<file path="src/rtl/ppu_pkg.sv">
// Shared PPU-side definitions: DMA engine state encoding and fixed register addresses.
// Latency: n/a (types and constants only).
// Backpressure: n/a.
package ppu_pkg;

    typedef enum logic [2:0] {
        DMA_IDLE,
        DMA_HALT,
        DMA_ALIGN,
        DMA_GET,
        DMA_PUT
    } dma_state_t;

    // CPU address whose write starts a sprite DMA (data = source page)
    localparam logic [15:0] ADDR_OAMDMA  = 16'h4014;
    // PPU OAMDATA port written on every put cycle
    localparam logic [15:0] ADDR_OAMDATA = 16'h2004;

endpackage

</file>
<file path="src/rtl/oam_dma_if.sv">
// Bundle of the CPU snoop inputs and DMA bus outputs of the OAM DMA engine.
// Latency: n/a (wiring only).
// Backpressure: rdy=0 halts the CPU core; there is no other flow control.
//   master : the DMA engine (drives rdy/dma_active/bus_*, snoops cpu_*)
//   slave  : CPU core + bus mux side (drives cpu_*, bus_din)
interface oam_dma_if;
    logic        cpu_ce;
    logic [15:0] cpu_addr;
    logic        cpu_wr;
    logic [7:0]  cpu_dout;
    logic [7:0]  bus_din;
    logic        rdy;
    logic        dma_active;
    logic [15:0] bus_addr;
    logic        bus_rw;
    logic [7:0]  bus_dout;

    modport master (
        input  cpu_ce, cpu_addr, cpu_wr, cpu_dout, bus_din,
        output rdy, dma_active, bus_addr, bus_rw, bus_dout
    );

    modport slave (
        output cpu_ce, cpu_addr, cpu_wr, cpu_dout, bus_din,
        input  rdy, dma_active, bus_addr, bus_rw, bus_dout
    );
endinterface

</file>
<file path="src/rtl/oam_dma.sv">
// OAM DMA: snoops a CPU write to DMA_REG, halts the CPU and copies 256 bytes of page into OAMDATA.
// Latency: HALT one CPU cycle after the trigger, then 512 get/put cycles (+1 ALIGN on odd parity).
// Backpressure: everything advances only on cpu_ce; with cpu_ce low all state and outputs hold.
// Ports: clk, rst (sync, active-high); dma (oam_dma_if.master): cpu_ce/cpu_addr/cpu_wr/cpu_dout
//   snoop, bus_din read data in; rdy, dma_active, bus_addr, bus_rw, bus_dout out.
module oam_dma
    import ppu_pkg::*;
#(
    parameter logic [15:0] DMA_REG = ADDR_OAMDMA,
    parameter logic [15:0] OAMDATA = ADDR_OAMDATA
) (
    input  logic      clk,
    input  logic      rst,
    oam_dma_if.master dma
);

    dma_state_t  state_q, state_d;
    logic [7:0]  idx_q,   idx_d;
    logic [7:0]  page_q,  page_d;
    logic [7:0]  data_q,  data_d;
    logic        put_q,   put_d;

    always_ff @(posedge clk) begin
        if (rst) begin
            state_q <= DMA_IDLE;
            idx_q   <= 8'h00;
            page_q  <= 8'h00;
            data_q  <= 8'h00;
            put_q   <= 1'b0;
        end else begin
            state_q <= state_d;
            idx_q   <= idx_d;
            page_q  <= page_d;
            data_q  <= data_d;
            put_q   <= put_d;
        end
    end

    // Next-state: nothing moves between CPU cycles.
    always_comb begin
        state_d = state_q;
        idx_d   = idx_q;
        page_d  = page_q;
        data_d  = data_q;
        put_d   = put_q;
        if (dma.cpu_ce) begin
            // Free-running get/put parity, independent of whether a DMA is running
            put_d = ~put_q;
            unique case (state_q)
                DMA_IDLE: begin
                    if (dma.cpu_wr && dma.cpu_addr == DMA_REG) begin
                        page_d  = dma.cpu_dout;
                        state_d = DMA_HALT;
                    end
                end
                // HALT sitting on a put cycle means the next cycle is already a get;
                // otherwise burn one dummy read to line up with the parity.
                DMA_HALT:  state_d = put_q ? DMA_GET : DMA_ALIGN;
                DMA_ALIGN: state_d = DMA_GET;
                DMA_GET: begin
                    data_d  = dma.bus_din;
                    state_d = DMA_PUT;
                end
                DMA_PUT: begin
                    idx_d   = idx_q + 8'd1;   // wraps to 0 after the last byte
                    state_d = (idx_q == 8'hFF) ? DMA_IDLE : DMA_GET;
                end
                default: state_d = DMA_IDLE;
            endcase
        end
    end

    // Outputs depend on registered state only, so no input-to-output path exists.
    always_comb begin
        dma.rdy        = 1'b0;
        dma.dma_active = 1'b1;
        dma.bus_addr   = DMA_REG;
        dma.bus_rw     = 1'b1;
        dma.bus_dout   = 8'h00;
        unique case (state_q)
            DMA_IDLE: begin
                dma.rdy        = 1'b1;
                dma.dma_active = 1'b0;
                dma.bus_addr   = 16'h0000;
            end
            DMA_HALT, DMA_ALIGN: dma.bus_addr = DMA_REG;
            DMA_GET:  dma.bus_addr = {page_q, idx_q};   // no carry into the page byte
            DMA_PUT: begin
                dma.bus_addr = OAMDATA;
                dma.bus_rw   = 1'b0;
                dma.bus_dout = data_q;
            end
            default: begin
                dma.rdy        = 1'b1;
                dma.dma_active = 1'b0;
                dma.bus_addr   = 16'h0000;
            end
        endcase
    end

endmodule

</file>
<file path="src/flat_wrapper.sv">
// flat-port wrapper written by rule: the top's interface ports become plain ports
module oam_dma_flat import ppu_pkg::*;
#(
    parameter logic [15:0] DMA_REG = ADDR_OAMDMA,
    parameter logic [15:0] OAMDATA = ADDR_OAMDATA
)
  (clk, rst, dma_cpu_ce, dma_cpu_addr, dma_cpu_wr, dma_cpu_dout, dma_bus_din, dma_rdy, dma_dma_active, dma_bus_addr, dma_bus_rw, dma_bus_dout);
  oam_dma_if dma_i ();
  input  logic clk;
  input  logic rst;
  input wire logic [$bits(dma_i.cpu_ce)-1:0] dma_cpu_ce;
  input wire logic [$bits(dma_i.cpu_addr)-1:0] dma_cpu_addr;
  input wire logic [$bits(dma_i.cpu_wr)-1:0] dma_cpu_wr;
  input wire logic [$bits(dma_i.cpu_dout)-1:0] dma_cpu_dout;
  input wire logic [$bits(dma_i.bus_din)-1:0] dma_bus_din;
  output wire logic [$bits(dma_i.rdy)-1:0] dma_rdy;
  output wire logic [$bits(dma_i.dma_active)-1:0] dma_dma_active;
  output wire logic [$bits(dma_i.bus_addr)-1:0] dma_bus_addr;
  output wire logic [$bits(dma_i.bus_rw)-1:0] dma_bus_rw;
  output wire logic [$bits(dma_i.bus_dout)-1:0] dma_bus_dout;
  assign dma_i.cpu_ce = dma_cpu_ce;
  assign dma_i.cpu_addr = dma_cpu_addr;
  assign dma_i.cpu_wr = dma_cpu_wr;
  assign dma_i.cpu_dout = dma_cpu_dout;
  assign dma_i.bus_din = dma_bus_din;
  assign dma_rdy = dma_i.rdy;
  assign dma_dma_active = dma_i.dma_active;
  assign dma_bus_addr = dma_i.bus_addr;
  assign dma_bus_rw = dma_i.bus_rw;
  assign dma_bus_dout = dma_i.bus_dout;
  oam_dma #(.DMA_REG(DMA_REG), .OAMDATA(OAMDATA)) u_core (.clk(clk), .rst(rst), .dma(dma_i));
endmodule
</file>
<file path="config.mk">
export PLATFORM = sky130hd
export DESIGN_NAME = oam_dma_flat
export DESIGN_NICKNAME = d
export VERILOG_FILES = /design/src/rtl/ppu_pkg.sv /design/src/rtl/oam_dma_if.sv /design/src/rtl/oam_dma.sv /design/src/flat_wrapper.sv
export SDC_FILE = /design/constraint.sdc
export NUM_CORES = 1
export LEC_CHECK = 0
export CORE_MARGIN = 8
export CORE_UTILIZATION = 42
export DETAILED_ROUTE_END_ITERATION = 8
export GPL_ROUTABILITY_DRIVEN = 0
export GPL_TIMING_DRIVEN = 0
export PLACE_DENSITY = 0.78
export SLEW_MARGIN = 10
export SYNTH_ARGS = -nofsm -noshare
export SYNTH_HDL_FRONTEND = slang
export SYNTH_SLANG_ARGS = --single-unit
</file>
<file path="constraint.sdc">
create_clock -name clk -period 1.8 [get_ports clk]
set_clock_uncertainty 0.05 [all_clocks]
set_input_delay 0.36 -clock clk [delete_from_list [all_inputs] [get_ports clk]]
set_output_delay 0.36 -clock clk [all_outputs]
set_load 0.005 [all_outputs]
</file>
==> results.json <==
{
  "crit_path_top_delay_cell": "dfxtp_2",
  "post_route_cells_drive_above_1_share": 0.371,
  "synth_seq_cells": 28,
  "syn_area_sq_um": 1470,
  "drv_slew": 0,
  "dieHeight_microns": 75.2,
  "overflow": 0,
  "cts_tree": "built",
  "dieArea_sq_um": 5660,
  "drt_pass1_iterations": 4,
  "layout_worst_path_cycle_share": 1.12,
  "crit_path_start_kind": "flop",
  "grt_util_overall": 0.164,
  "timing.fmax_mhz": 497,
  "tightest_slew_ns": 0.457,
  "finish.net_count": 310,
  "yosysUniqueCellTypes": 34,
  "number_of_placement_rows": 21,
  "preCtsSetupSlack_ns": -0.468,
  "drc": 0,
  "final-setup-viol-count": 25,
  "multi_input_area_sq_um": 946,
  "core_region_area_sq_um": 3360,
  "critPathMaxFanout": 4,
  "timing.hold.worst.class": "in -> reg",
  "average_routed_wire_per_standard_cell_microns": 16.4,
  "critical_path.endpoint_type": "primary output",
  "vias_in_the_first_global_route": 1579,
  "final_core_utilization": 0.769,
  "dr_total_vias": 1689,
  "n_antenna_cell": 0,
  "yosys_warnings": 0,
  "port_buffers": 61,
  "crit_top_cell": "buf_6",
  "totalPowerFinal_uw": 1050,
  "io_pins": 63,
  "leakage_uw": 0.00111,
  "routed_via_density": 5.31,
  "critical_path_arrival_ns": 1.60,
  "status": "finished with violations",
  "dpl.hpwl_mm": 3.10,
  "clock_insertion_delay_worst_skew_ns": 0.34,
  "ys_async_sr_fraction": 0,
  "clkTransAtPathRegs_ns": 0.14,
  "layout.filler_cells": 245,
  "clock_path_buffers": 2,
  "drt_wl_total_mm": 5.23,
  "cts.root.buffer_cell": "clkbuf_4",
  "numCtsBuffers": 3,
  "worstPathCellList": "buf_6, nor2_4, buf_8, buf_6, buf_6, buf_6, and3_1, buf_2",
  "synth_sequential_area_ratio": 0.381,
  "peakVddDrop_mv": 0.306,
  "violations": "negative setup slack",
  "initialDrtViolationCount": 107,
  "area_growth_pct": 75.7,
  "synth_enable_flop_cells": 0,
  "power.density_nw_per_um2": 408,
  "antenna_violating_nets_post_route": 0,
  "fin_ws_ns": -0.212,
  "seqCellArea_sq_um": 571,
  "initial_core_util": 0.438,
  "max_cap_violations": 0,
  "floorplan.die.width_microns": 75.2,
  "yosys_most_used_dff": "dfxtp_1",
  "criticalPathCategory": "reg -> out",
  "grt_start_max_net_pins": 16,
  "critical_path_required_ns": 1.39,
  "max-slew-margin-rel": 0.696,
  "cts.sink_count": 28,
  "clock_tree.htree_level_count": 1,
  "mappedNetlistNets": 221,
  "synth_area_per_cell_sq_um": 8.00,
  "post-route-min-period_ns": 2.01,
  "worst_path_largest_cell_delay_ns": 0.36,
  "rsz0062_at_grt": "true",
  "cell_count_after_synthesis": 184,
  "timing.final.hold_violations": 0,
  "grt_antenna_before_repair": 0,
  "grt_pass1_wl_mm": 7.19
}
worst paths after layout:
check | startpoint | end | slack [ns] | depth (start not counted)
setup / recovery | u_core.state_q[0] | dma_bus_dout[3] | -0.21 | 8
hold / removal | dma_cpu_ce | u_core.put_q | 0.29 | 3
setup reg to reg | u_core.state_q[0] | u_core.idx_q[2] | 0.01 | 9
hold reg to reg | u_core.data_q[6] | u_core.data_q[6] | 0.42 | 2
worst max-delay path, delay by kind of cell, from the launching register on:
| family | cells | cell delay (ns) |
|---|---|---|
| buffers and inverters | 6 | 0.60 |
| flip-flops | 1 | 0.36 |
| AND/OR/NAND/NOR | 2 | 0.30 |
area by class of cell:
type	count	share of cell area
multi-input cells	140	0.366
inverters	1	0.00145
flip-flops and latches	28	0.221
clock buffers	4	0.0140
repair buffers	85	0.326
well taps	46	0.0222
plain buffers	14	0.0503
cells by family (layout without fill, tap and decap cells):
| logic type | count (synthesis) | count (layout) | share of synthesized area |
|---|---|---|---|
| compound gates | 34 | 34 | 0.127 |
| buf+inv | 16 | 104 | 0.0535 |
| simple gates | 94 | 94 | 0.359 |
| mux | 2 | 2 | 0.0170 |
| fa+ha+maj | 1 | 1 | 0.00849 |
| flops | 28 | 28 | 0.381 |
| xor+xnor | 9 | 9 | 0.0535 |
cells in the mapped netlist (2+ instances only):
cell type,instances,area (sq um)
buf_4,3,22.5
and3_1,11,68.8
buf_2,6,30.0
nand3_1,5,25.0
o21ai_0,9,45.0
xnor2_1,2,17.5
nor2b_1,4,25.0
nor3_1,2,10.0
nor2_1,15,56.3
dfxtp_1,28,561
xor2_1,7,61.3
a21oi_1,20,100
and2_1,15,93.8
nand2_1,23,86.3
clkbuf_1,6,22.5
nand4_1,10,62.6
state kept, by name, summed over array words and instances, names as in the netlist:
name / cells
u_core.idx_q: 8
u_core.state_q: 3
u_core.put_q: 1
u_core.data_q: 8
u_core.page_q: 8
layer usage:
| metal | vias to the layer above | global-route usage | part of all wire |
|---|---|---|---|
| li1 | 810 | - | - |
| met1 | 809 | 0.189 | 0.38 |
| met2 | 58 | 0.281 | 0.53 |
| met3 | 12 | 0.0320 | 0.059 |
| met4 | 0 | 0.0832 | 0.028 |
| met5 | - | 0 | 0 |
report_power, final:
part	switching (uW)	internal [uW]	total, uW
clock	190	124	314
sequential	1.85	620	621
combinational	35.8	82.9	119
total	228	827	1050
what timing repair did:
action / CTS / global route
cloned: 0 / 2
gates resized for setup: 150 / 45
setup endpoints to repair: 27 / 35
pin swaps: 12 / 11
setup buffers: 17 / 6
hold buffers: 0 / 0
stage by stage:
step           hold slack (ns)  cell area, sq um  instances  setup TNS, ns
2_1_floorplan            0.382              1470        184              0
3_3_place_gp             0.388              2140        291         -10.71
3_5_place_dp             0.394              2140        291         -11.27
4_1_cts                  0.275              2340        312          -2.47
5_1_grt                  0.303              2590        318          -4.94
6_report                 0.290              2590        318          -3.47
placed cells by master, fill, tap and decap left out, drive strengths merged, types with 10 or more instances in the layout:
master	n
a21oi	21
and2	15
and3	11
buf	59
clkbuf	10
clkdlybuf4s50	34
dfxtp	28
nand2	23
nand4	10
nor2	15
No activity file was read; power rests on OpenSTA's default activity.
